## config.mk

```make
export PLATFORM = sky130hd
export DESIGN_NAME = sr_latch_ctrl
export DESIGN_NICKNAME = d
export VERILOG_FILES = /design/src/rtl/sr_latch_ctrl.sv
export SDC_FILE = /design/constraint.sdc
export NUM_CORES = 1
export LEC_CHECK = 0
export CAP_MARGIN = 20
export CORE_AREA = 8 8 63 70
export CTS_BUF_LIST = sky130_fd_sc_hd__clkbuf_4
export CTS_CLUSTER_DIAMETER = 40
export DETAILED_ROUTE_END_ITERATION = 8
export DIE_AREA = 0 0 71 78
export PLACE_DENSITY_LB_ADDON = 0.08
export SLEW_MARGIN = 20
export SYNTH_ARGS = -nofsm -noshare
export SYNTH_HDL_FRONTEND = slang
export SYNTH_SLANG_ARGS = --single-unit
```

## constraint.sdc

```tcl
create_clock -name clk -period 2.5 [get_ports clk]
set_clock_uncertainty 0.05 [all_clocks]
set_input_delay 0.5 -clock clk [delete_from_list [all_inputs] [get_ports clk]]
set_output_delay 0.5 -clock clk [all_outputs]
set_load 0.03 [all_outputs]
```

## src/rtl/sr_latch_ctrl.sv

```systemverilog
// -----------------------------------------------------------------------------
// sr_latch_ctrl
//
// Sequences an external SR latch through its s/r pins. Set and clear requests
// are sampled only in IDLE. A tie is resolved round-robin, and clear wins the
// first tie after reset. The granted drive is held high for PULSE_CYCLES
// cycles. It is followed by GAP_CYCLES quiet cycles and then a single CHECK
// cycle. In CHECK the q/qbar feedback is compared with the granted operation
// and ack is pulsed. s and r are never high together.
//
// Optional feature: define SR_LATCH_CTRL_ERRCNT_EN to add a saturating 8-bit
// count of feedback mismatches on output err_cnt.
//
// Ports:
//   clk        system clock, rising edge
//   rst        asynchronous active-high reset
//   set_req    level request to set the latch (hold until ack)
//   clr_req    level request to clear the latch (hold until ack)
//   ack        one-cycle pulse when the granted operation completes
//   grant_set  valid with ack: 1 = set serviced, 0 = clear serviced
//   busy       high in every state except IDLE
//   s, r       registered drives to the latch
//   q_fb       latch q feedback
//   qbar_fb    latch qbar feedback
//   state_q    last value written to the latch
//   err        sticky feedback-mismatch flag
//   err_clr    synchronous clear of err (and err_cnt)
//   err_cnt    mismatch count, saturating at 255 (only with the macro)
// -----------------------------------------------------------------------------
module sr_latch_ctrl #(
  parameter int PULSE_CYCLES = 2,
  parameter int GAP_CYCLES   = 1,
  parameter int CNT_W        = 4
) (
  input  logic       clk,
  input  logic       rst,
  input  logic       set_req,
  input  logic       clr_req,
  output logic       ack,
  output logic       grant_set,
  output logic       busy,
  output logic       s,
  output logic       r,
  input  logic       q_fb,
  input  logic       qbar_fb,
  output logic       state_q,
  output logic       err,
`ifdef SR_LATCH_CTRL_ERRCNT_EN
  output logic [7:0] err_cnt,
`endif
  input  logic       err_clr
);

  typedef enum logic [1:0] {
    ST_IDLE  = 2'd0,
    ST_PULSE = 2'd1,
    ST_GAP   = 2'd2,
    ST_CHECK = 2'd3
  } state_t;

  localparam logic [CNT_W-1:0] PULSE_LD = CNT_W'(PULSE_CYCLES);
  localparam logic [CNT_W-1:0] GAP_LD   = CNT_W'(GAP_CYCLES);
  localparam logic [CNT_W-1:0] CNT_ONE  = CNT_W'(1);
  localparam logic [CNT_W-1:0] CNT_ZERO = CNT_W'(0);

  state_t           fsm_q, fsm_d;
  logic [CNT_W-1:0] cnt_q, cnt_d;
  logic             op_set_q, op_set_d;     // operation currently in flight
  logic             last_set_q, last_set_d; // last granted op, for tie-breaks
  logic             latch_val_q, latch_val_d;
  logic             err_q, err_d;
  logic             s_q, s_d;
  logic             r_q, r_d;
  logic             ack_q, ack_d;
  logic             grant_set_q, grant_set_d;
  logic             busy_q, busy_d;
  logic             mismatch_s;

`ifdef SR_LATCH_CTRL_ERRCNT_EN
  logic [7:0]       err_cnt_q, err_cnt_d;
`endif

  // Next-state, counter and output-register decode.
  always_comb begin
    fsm_d       = fsm_q;
    cnt_d       = cnt_q;
    op_set_d    = op_set_q;
    last_set_d  = last_set_q;
    latch_val_d = latch_val_q;
    mismatch_s  = 1'b0;

    case (fsm_q)
      ST_IDLE: begin
        if (set_req && clr_req) begin
          // Tie: grant the opposite of whatever was granted last.
          op_set_d   = ~last_set_q;
          last_set_d = ~last_set_q;
          fsm_d      = ST_PULSE;
          cnt_d      = PULSE_LD;
        end else if (set_req || clr_req) begin
          op_set_d   = set_req;
          last_set_d = set_req;
          fsm_d      = ST_PULSE;
          cnt_d      = PULSE_LD;
        end else begin
          fsm_d = ST_IDLE;
        end
      end
      ST_PULSE: begin
        if (cnt_q <= CNT_ONE) begin
          if (GAP_CYCLES > 0) begin
            fsm_d = ST_GAP;
            cnt_d = GAP_LD;
          end else begin
            fsm_d = ST_CHECK;
            cnt_d = CNT_ZERO;
          end
        end else begin
          cnt_d = cnt_q - CNT_ONE;
        end
      end
      ST_GAP: begin
        if (cnt_q <= CNT_ONE) begin
          fsm_d = ST_CHECK;
          cnt_d = CNT_ZERO;
        end else begin
          cnt_d = cnt_q - CNT_ONE;
        end
      end
      ST_CHECK: begin
        // A valid latch has complementary outputs and q equal to the written value.
        mismatch_s  = (q_fb != op_set_q) || (q_fb == qbar_fb);
        latch_val_d = op_set_q;
        fsm_d       = ST_IDLE;
      end
      default: begin
        fsm_d = ST_IDLE;
        cnt_d = CNT_ZERO;
      end
    endcase

    // The outputs are registered from the next state, so each drive changes
    // in the same cycle as the state it belongs to.
    s_d         = (fsm_d == ST_PULSE) &&  op_set_d;
    r_d         = (fsm_d == ST_PULSE) && !op_set_d;
    ack_d       = (fsm_d == ST_CHECK);
    grant_set_d = (fsm_d == ST_CHECK) && op_set_d;
    busy_d      = (fsm_d != ST_IDLE);

    // A mismatch that arrives together with err_clr still sets err.
    err_d = (err_q && !err_clr) || mismatch_s;
  end

`ifdef SR_LATCH_CTRL_ERRCNT_EN
  // Saturating mismatch counter; a mismatch together with err_clr restarts it at one.
  always_comb begin
    err_cnt_d = err_cnt_q;
    if (mismatch_s) begin
      if (err_clr) begin
        err_cnt_d = 8'd1;
      end else if (err_cnt_q != 8'd255) begin
        err_cnt_d = err_cnt_q + 8'd1;
      end else begin
        err_cnt_d = err_cnt_q;
      end
    end else if (err_clr) begin
      err_cnt_d = 8'd0;
    end else begin
      err_cnt_d = err_cnt_q;
    end
  end

  // Mismatch counter register.
  always_ff @(posedge clk or posedge rst) begin
    if (rst) begin
      err_cnt_q <= 8'd0;
    end else begin
      err_cnt_q <= err_cnt_d;
    end
  end

  assign err_cnt = err_cnt_q;
`endif

  // State, counter and output registers. Reset clears s and r at once.
  always_ff @(posedge clk or posedge rst) begin
    if (rst) begin
      fsm_q       <= ST_IDLE;
      cnt_q       <= CNT_ZERO;
      op_set_q    <= 1'b0;
      last_set_q  <= 1'b1;  // makes clear win the first tie after reset
      latch_val_q <= 1'b0;
      err_q       <= 1'b0;
      s_q         <= 1'b0;
      r_q         <= 1'b0;
      ack_q       <= 1'b0;
      grant_set_q <= 1'b0;
      busy_q      <= 1'b0;
    end else begin
      fsm_q       <= fsm_d;
      cnt_q       <= cnt_d;
      op_set_q    <= op_set_d;
      last_set_q  <= last_set_d;
      latch_val_q <= latch_val_d;
      err_q       <= err_d;
      s_q         <= s_d;
      r_q         <= r_d;
      ack_q       <= ack_d;
      grant_set_q <= grant_set_d;
      busy_q      <= busy_d;
    end
  end

  assign s         = s_q;
  assign r         = r_q;
  assign ack       = ack_q;
  assign grant_set = grant_set_q;
  assign busy      = busy_q;
  assign state_q   = latch_val_q;
  assign err       = err_q;

endmodule
```

* Yosys cells after proc, flatten, opt, wreduce, memory -nomap -nowiden
Cells that the tools add are included.
** Storage, ports and cells
- Flip-flop bits (word level) :: 15
- Input bits :: 7
** Operators by class
- Reduce and logical (&&, ||, !) cells :: 16
- Equality and inequality tests :: 8
- $lt $le $gt $ge :: 1
- Muxes and demuxes :: 16
- Add/subtract/negate cells :: 1
- Bitwise gates (word level) :: 1
** Operator list (count)
- two-way mux 4 bit :: 4
- one-hot mux 4 bit (3 select lines) :: 1
- two-way mux 1 bit :: 8
- one-hot mux 2 bit (4 select lines) :: 1
- equality test 2 bit, second input constant :: 3
- logical AND 1 bit :: 5
- equality test 2 x 1 -> 1 bit, second input constant :: 2
- less-or-equal comparator 4 x 1 -> 1 bit, second input constant :: 1
- two-way mux 2 bit :: 2
- AND reduction 2 bit :: 2
- nonzero test 2 bit :: 2
- subtractor 4 x 1 -> 4 bit, second input constant :: 1
- logical OR 1 bit :: 3
- != test 3 bit, second input constant :: 1
- nonzero test 3 bit :: 1
- zero test 1 bit :: 2
- zero test 2 bit :: 1
- equality test 1 bit :: 1
- != test 1 bit :: 1
- NOT 1 bit :: 1

* Depth between registers and ports, before layout
Gate-level depths: netlist of run 1.
- Depth in word-level cells :: 6
- Mapped depth :: 7
- Mapped depth without buffers :: 7

* Worst setup path after synthesis of run 1
No wires, ideal clock.
- Kind :: reg-to-reg
- Start :: register fsm_q[0]
- End :: register r_q (netlist: r)
- Library setup time :: 0.133 ns
- Required time :: 2.317 ns
- Period minus slack after synthesis :: 1.546 ns
- Slack :: 0.954 ns
- Arrival :: 1.363 ns
- Stages on the path, launching flop included :: 6
- Cells stage by stage :: dfrtp_1 > inv_1 > ha_1 > or2_2 > o211ai_1 > nor3_1
** On the way
- Cells in the longest elaborated chain, start to end :: 4
- Elaborated cells on any way between the ends :: 11
** RTL lines
- start: declaration :: line 66 : state_t fsm_q, fsm_d;
- start signal: assignment :: line 200 : fsm_q <= fsm_d;
- equality test 2 bit, or another cell as far along :: line 92 : case (fsm_q)
- one-hot mux 2 bit (4 select lines) / two-way mux 1 bit (equally long branches) :: line 92
- equality test 2 x 1 -> 1 bit / zero test 1 bit (equally long branches) :: line 145 : r_d = (fsm_d == ST_PULSE) && !op_set_d;
- logical AND 1 bit (*) :: line 145
- via r_d :: line 73 : logic r_q, r_d;
- end signal: assignment :: line 207 : r_q <= r_d;
- end: declaration :: line 73
Mark *: on every way through the listed nets, which the timed path passes. The rest lies on a longest branch.
A chain may end at the register's enable or synchronous reset.

* Worst setup path in the final report of run 1
- Start :: register err_q (netlist: err)
- End :: output port err
** RTL lines
- start: declaration :: line 71 : logic err_q, err_d;
- start signal: assignment :: line 205 : err_q <= err_d;
- end: declaration :: line 47 : output logic err,
No word-level cell between the ends.

==> results of run 1 <==
[where the power goes]
part           switching [µW]  internal, µW
Sequential               75.5           348
Combinational             445           316
Clock                    78.6          72.7
Total                     599           737
[routing by layer]
layer	vias to the layer above	global-route usage	share of wire	routed length (µm)
li1	320	-	-	-
met1	303	0.0831	0.47	835
met2	16	0.110	0.46	816
met3	4	0.0244	0.052	91
met4	0	0.0188	0.011	19
met5	-	0	0	0
[area by class of cell]
cell class                      count  area, µm²  area share
Sequential cell                    15        377       0.369
Clock buffer                        4       30.0      0.0294
Inverter                            9       33.8      0.0331
Tap cell                           36       45.0      0.0442
Multi-Input combinational cell     59        404       0.396
Timing Repair Buffer               13        130       0.128
[cell families after synthesis]
family / after synthesis / share of synthesized area
muxes: 1 / 0.0138
AOI/OAI and AO/OA: 22 / 0.181
buffers and inverters: 9 / 0.0415
DFF: 15 / 0.462
adders and majority gates: 9 / 0.138
and+or+nand+nor: 27 / 0.163
[cells in the mapped netlist]
cell,instances,area (µm²)
a211o_1,2,17.5
a21oi_1,4,20.0
a31o_2,1,8.76
a31oi_1,2,12.5
dfrtp_1,14,350
dfstp_2,1,26.3
ha_1,9,113
inv_1,9,33.8
mux2_2,1,11.3
nand2_1,5,18.8
nand2b_1,3,18.8
nand3_1,1,5.00
nor2_1,10,37.5
nor3_1,3,15.0
nor3_2,1,10.0
o211ai_1,2,15.0
o21a_1,1,7.51
o21ai_0,5,25.0
o221ai_1,1,8.76
o22ai_1,1,6.26
o2bb2ai_1,3,26.3
or2_1,1,6.26
or2_2,1,6.26
or2_4,1,8.76
or3_1,1,6.26
[worst paths after layout]
| kind | from | to | slack, ns | cells after the start |
|---|---|---|---|---|
| min in group asynchronous | rst | state_q | 0.53 | 2 |
| hold / removal | state_q | state_q | 0.47 | 1 |
| hold reg to reg | state_q | state_q | 0.47 | 1 |
| setup reg to reg | cnt_q[0] | cnt_q[3] | 0.71 | 6 |
| setup / recovery | err | err | 0.65 | 1 |
| max in group asynchronous | rst | cnt_q[0] | 1.49 | 2 |
[through the flow]
| step | util | hold slack (ns) |
|---|---|---|
| final | 0.314 | 0.465 |
| after global routing | 0.314 | 0.487 |
| after CTS | 0.314 | 0.473 |
| after detailed placement | 0.305 | 0.449 |
| after global placement | 0.305 | 0.442 |
| after floorplan | - | 0.351 |
[sequential cells by signal, indices dropped and copies added (netlist names)]
signal and count:
ack 1, busy 1, cnt_q 4, err 1, fsm_q 2, grant_set 1
last_set_q 1, op_set_q 1, r 1, s 1, state_q 1
==> summary.txt, run 1 <==
Global route
  • Pin count of the biggest net entering global routing: 16
  • Total global routing overflow: 0
  • Number of global-route vias before repair: 645
  • Antenna violations before repair: 0
  • First-pass GRT wire length: 3100 µm
  • Total global-route track usage: 0.0683

CTS
  • CTS resizes: 0
  • H-tree depth: 1
  • Clock tree sinks: 15
  • CTS tree: built
  • Clock transition at path regs: 0.09 ns
  • Hold_buf cts: 0
  • Total CTS buffers: 3
  • Setup Buffers After CTS: 0
  • Clk Latency, worst-skew pair: 0.28 ns
  • CTS Buffer Depth: 2
  • Clock Tree Root: clkbuf_4

Detailed routing
  • Vias per cell: 4.73
  • WL final: 1760 µm
  • DR vias: around 640
  • Drt first pass iters: 4
  • Routed Antenna Nets: 0
  • Initial DRC Count: 17
  • # DRC: 0
  • Mean routed wirelength per cell: 13.0 µm

Yosys
  • Cell variety after synth: 25
  • Post-Synthesis Cell Area: 815 µm²
  • Cells after Synth: 83
  • Post-synthesis sequential area ratio: 0.462
  • Synth Warn #: 0
  • FF+latch count, synth: 15
  • Avg Cell Area, Syn: slightly below 10 µm²
  • Syn nets: 99

Timing
  • Max-slew headroom: 0.602
  • Fmax: 541 MHz
  • Final Max Slew Viols: 0
  • Final WS setup: 0.650 ns
  • Actual slew at the worst max-slew pin: 0.597 ns
  • RSZ-0062 raised after global routing: false
  • Final setup viols: 0
  • Total negative slack: 0 ns
  • Final hold violations: 0
  • Fin crit period: 1.85 ns
  • Tcrit/Tclk final: 0.740

Worst setup path
  • Crit path DAT: 1.30 ns
  • CP delay by family, top: buffers and inverters
  • Slowest cell on crit path: clkdlybuf4s50_1
  • Kind of critical path: reg2out
  • Worst path cell trace: clkdlybuf4s50_1
  • CP Data Required Time: 1.95 ns
  • Startpoint Class: flip-flop
  • CP max FO: 2
  • CP Buf/Inv Count: 1
  • Critical Path Max Stage Delay: between 0.6 and 0.7 ns
  • Kind of end point of the critical path: output pin

Placed design
  • Placement Setup Slack: roughly 0.52 ns
  • Gpl congestion: 0.745
  • Placed cell area: 990 µm²
  • Input/output buffers: 13
  • Placed Cells: between 100 and 150
  • HPWL after detailed placement: ~1400 µm

Hold path
  • Hold WC Path Type: reg2reg

Final layout
  • Leading cell type in the layout, fill and taps excluded: dfrtp_1
  • Final net count: 117
  • Area delta synth->final: 25.2%
  • Post-Layout Cell Count: 136
  • Design Area, Final: 1020 µm²
  • Antenna cells: 0
  • Fill cell count: 343
  • Share of cells above drive strength 1: 0.100
  • Most frequent cells in the layout: dfrtp_1, clkdlybuf4s50_1, nor2_1

Floorplan
  • Rows: 22
  • Initial core utilization: 0.251
  • Die ar.: 5540 µm²
  • Core area: 3250 µm²
  • DIE WIDTH: 71 µm
  • Die height: 78 µm
  • IO Pins: 14

Run status
  • Outcome: completed

Pwr
  • Cell Pwr Density: 1310 nW/µm²
  • Worst vdd ir: roughly 0.30 mV
  • LEAKAGE: between 0.0004 and 0.0005 µW
  • Pwr Total: 1340 µW

Flow run
  • Max_cap viols: 0
No activity file was read; power rests on OpenSTA's default activity.
==> inputs of run 2 (changes only) <==
==> constraint.sdc (replaced) <==
create_clock -name clk -period 1.8 [get_ports clk]
set_clock_uncertainty 0.05 [all_clocks]
set_input_delay 0.36 -clock clk [delete_from_list [all_inputs] [get_ports clk]]
set_output_delay 0.36 -clock clk [all_outputs]
set_load 0.03 [all_outputs]
==> run 2 against run 1 <==
  * Power rose by 49%
  * Critical endpoint is now state_q
  * Cell area up 5.8%
  * Critical path depth did not move
  * Largest cell class unchanged
  * Routed wire length is 5.8% higher
==> summary.txt, run 2 (synthesized netlist as in run 1, its figures left out) <==
Run status
  • Outcome: completed (unchanged)

Worst setup path
  • Slowest cell on crit path: clkdlybuf4s50_1 (unchanged)
  • Worst setup startpoint: state_q (was err)
  • Depth of the worst register-to-register path: 7 (was 6)
  • CP delay by family, top: buffers and inverters (unchanged)
  • Startpoint Class: flip-flop (unchanged)
  • CP Buf/Inv Count: 1 (unchanged)
  • R2R Setup Slk: 0.11 ns (was 0.71 ns)
  • Worst reg2reg endpoint: s (was cnt_q[3])
  • CP Data Required Time: 1.39 ns (was 1.95 ns)
  • WP depth: 1 (unchanged)
  • Crit path DAT: 1.31 ns (was 1.30 ns)
  • Worst path cell trace: clkdlybuf4s50_1 (unchanged)
  • Kind of end point of the critical path: output pin (unchanged)
  • Critical Path Max Stage Delay: 0.67 ns (about the same)
  • Worst R2R Start: cnt_q[0] (unchanged)
  • CP max FO: 2 (unchanged)
  • Critical path destination: state_q (was err)
  • Kind of critical path: reg2out (unchanged)

Global route
  • First-pass GRT wire length: 3080 µm (was 3100 µm)
  • Total global routing overflow: 0 (unchanged)
  • Pin count of the biggest net entering global routing: 16 (unchanged)
  • Total global-route track usage: 0.0701 (was 0.0683)
  • Number of global-route vias before repair: 685 (was 645)
  • Antenna violations before repair: 0 (unchanged)

Detailed routing
  • Routed Antenna Nets: 0 (unchanged)
  • DR vias: 664 (was 643)
  • Initial DRC Count: 22 (was 17)
  • Mean routed wirelength per cell: 13.0 µm (about the same)
  • WL final: 1870 µm (was 1760 µm)
  • Drt first pass iters: 4 (unchanged)
  • Vias per cell: 4.64 (was 4.73)
  • # DRC: 0 (unchanged)

Timing
  • Actual slew at the worst max-slew pin: 0.311 ns (was 0.597 ns)
  • Final hold violations: 0 (unchanged)
  • Max-slew headroom: 0.792 (was 0.602)
  • Fmax: 580 MHz
  • Final Max Slew Viols: 0 (unchanged)
  • Total negative slack: 0 ns (unchanged)
  • Final setup viols: 0 (unchanged)
  • RSZ-0062 raised after global routing: false (unchanged)
  • Fin crit period: 1.72 ns
  • Tcrit/Tclk final: 0.958

CTS
  • Clk Latency, worst-skew pair: 0.28 ns (about the same)
  • H-tree depth: 1 (unchanged)
  • Total CTS buffers: 3 (unchanged)
  • CTS tree: built (unchanged)
  • CTS Buffer Depth: 2 (unchanged)
  • Clock transition at path regs: 0.10 ns (was 0.09 ns)
  • Clock Tree Root: clkbuf_4 (unchanged)
  • Clock tree sinks: 15 (unchanged)

Final layout
  • Area delta synth->final: 32.4% (was 25.2%)
  • Largest reg by FF count: cnt_q (unchanged)
  • Most frequent cells in the layout: dfrtp_1, clkdlybuf4s50_1, nor2_1, inv_1, ha_1 (was dfrtp_1, clkdlybuf4s50_1, nor2_1)
  • Max reg flops: 4 (unchanged)
  • Leading registers by flop count: cnt_q: 4 flops, fsm_q: 2 flops (unchanged)
  • Post-Layout Cell Count: 143 (was 136)
  • Share of cells above drive strength 1: 0.178 (was 0.100)
  • Antenna cells: 0 (unchanged)
  • Final net count: 124 (was 117)

Flow run
  • Max_cap viols: 0 (unchanged)

Floorplan
  • DIE WIDTH: 71 µm (unchanged)
  • Initial core utilization: 0.251 (unchanged)
  • Die ar.: 5540 µm² (unchanged)
  • Rows: 22 (unchanged)
  • IO Pins: 14 (unchanged)
  • Die height: 78 µm (unchanged)
  • Core area: 3250 µm² (unchanged)

Placed design
  • Placed Cells: 138 (was 132)
  • Input/output buffers: 13 (unchanged)
  • HPWL after detailed placement: 1400 µm (was 1370 µm)
  • Gpl congestion: 0.746 (was 0.745)

Pwr
  • Worst vdd ir: 0.633 mV (was 0.297 mV)
  • Cell Pwr Density: 1850 nW/µm² (was 1310 nW/µm²)
  • LEAKAGE: 0.000495 µW (was 0.000462 µW)

Hold path
  • Hold WC Path Type: in2async (was reg2reg)
## run 2: layout make-up
type	count	area, µm²
repair buffers	20	183
multi-input cells	59	412
inverters	9	33.8
flip-flops and latches	15	378
clock buffers	3	22.5
fillers	354	2170
clock inverters	1	5.00
well taps	36	45.0
## run 2: per-stage QoR
stage	total power [µW]	utilization	worst slack (ns)	hold WS, ns	area, µm²
2_1_floorplan	1350	-	0.254	0.211	815
5_1_grt	2180	0.332	0.0128	0.318	1080
4_1_cts	1960	0.327	0.0442	0.314	1060
6_report	1990	0.332	0.0758	0.315	1080
3_3_place_gp	1760	0.319	0.107	0.441	1030
3_5_place_dp	1740	0.319	0.0987	0.446	1030
## run 2: repair_timing
| item | 4_1_cts | 5_1_grt |
|---|---|---|
| setup buffers | 0 | 1 |
| setup endpoints to repair | 0 | 7 |
| resized for setup | 0 | 3 |
| hold buffers | 0 | 0 |
## run 2: worst min-delay path by stage
stage | startpoint | end | slack (ns) | depth (start not counted)
2_1_floorplan | rst | ack | 0.21 | 1
3_3_place_gp | cnt_q[3] | cnt_q[3] | 0.44 | 1
3_5_place_dp | cnt_q[3] | cnt_q[3] | 0.45 | 1
4_1_cts | rst | state_q | 0.31 | 3
5_1_grt | rst | busy | 0.32 | 3
6_report | rst | busy | 0.32 | 3
## run 2: power breakdown
part	total (µW)	leakage [µW]	switching, µW	internal [µW]
registers	574	0.000189	88.7	485
clock network	200	0.0000177	117	82.5
logic	1220	0.000288	676	543
## run 2: layer usage
metal,up-vias,global-route usage,share of wire
li1,337,-,-
met1,311,0.0740,0.46
met2,14,0.118,0.47
met3,2,0.0308,0.060
met4,0,0.0313,0.012
met5,-,0,0
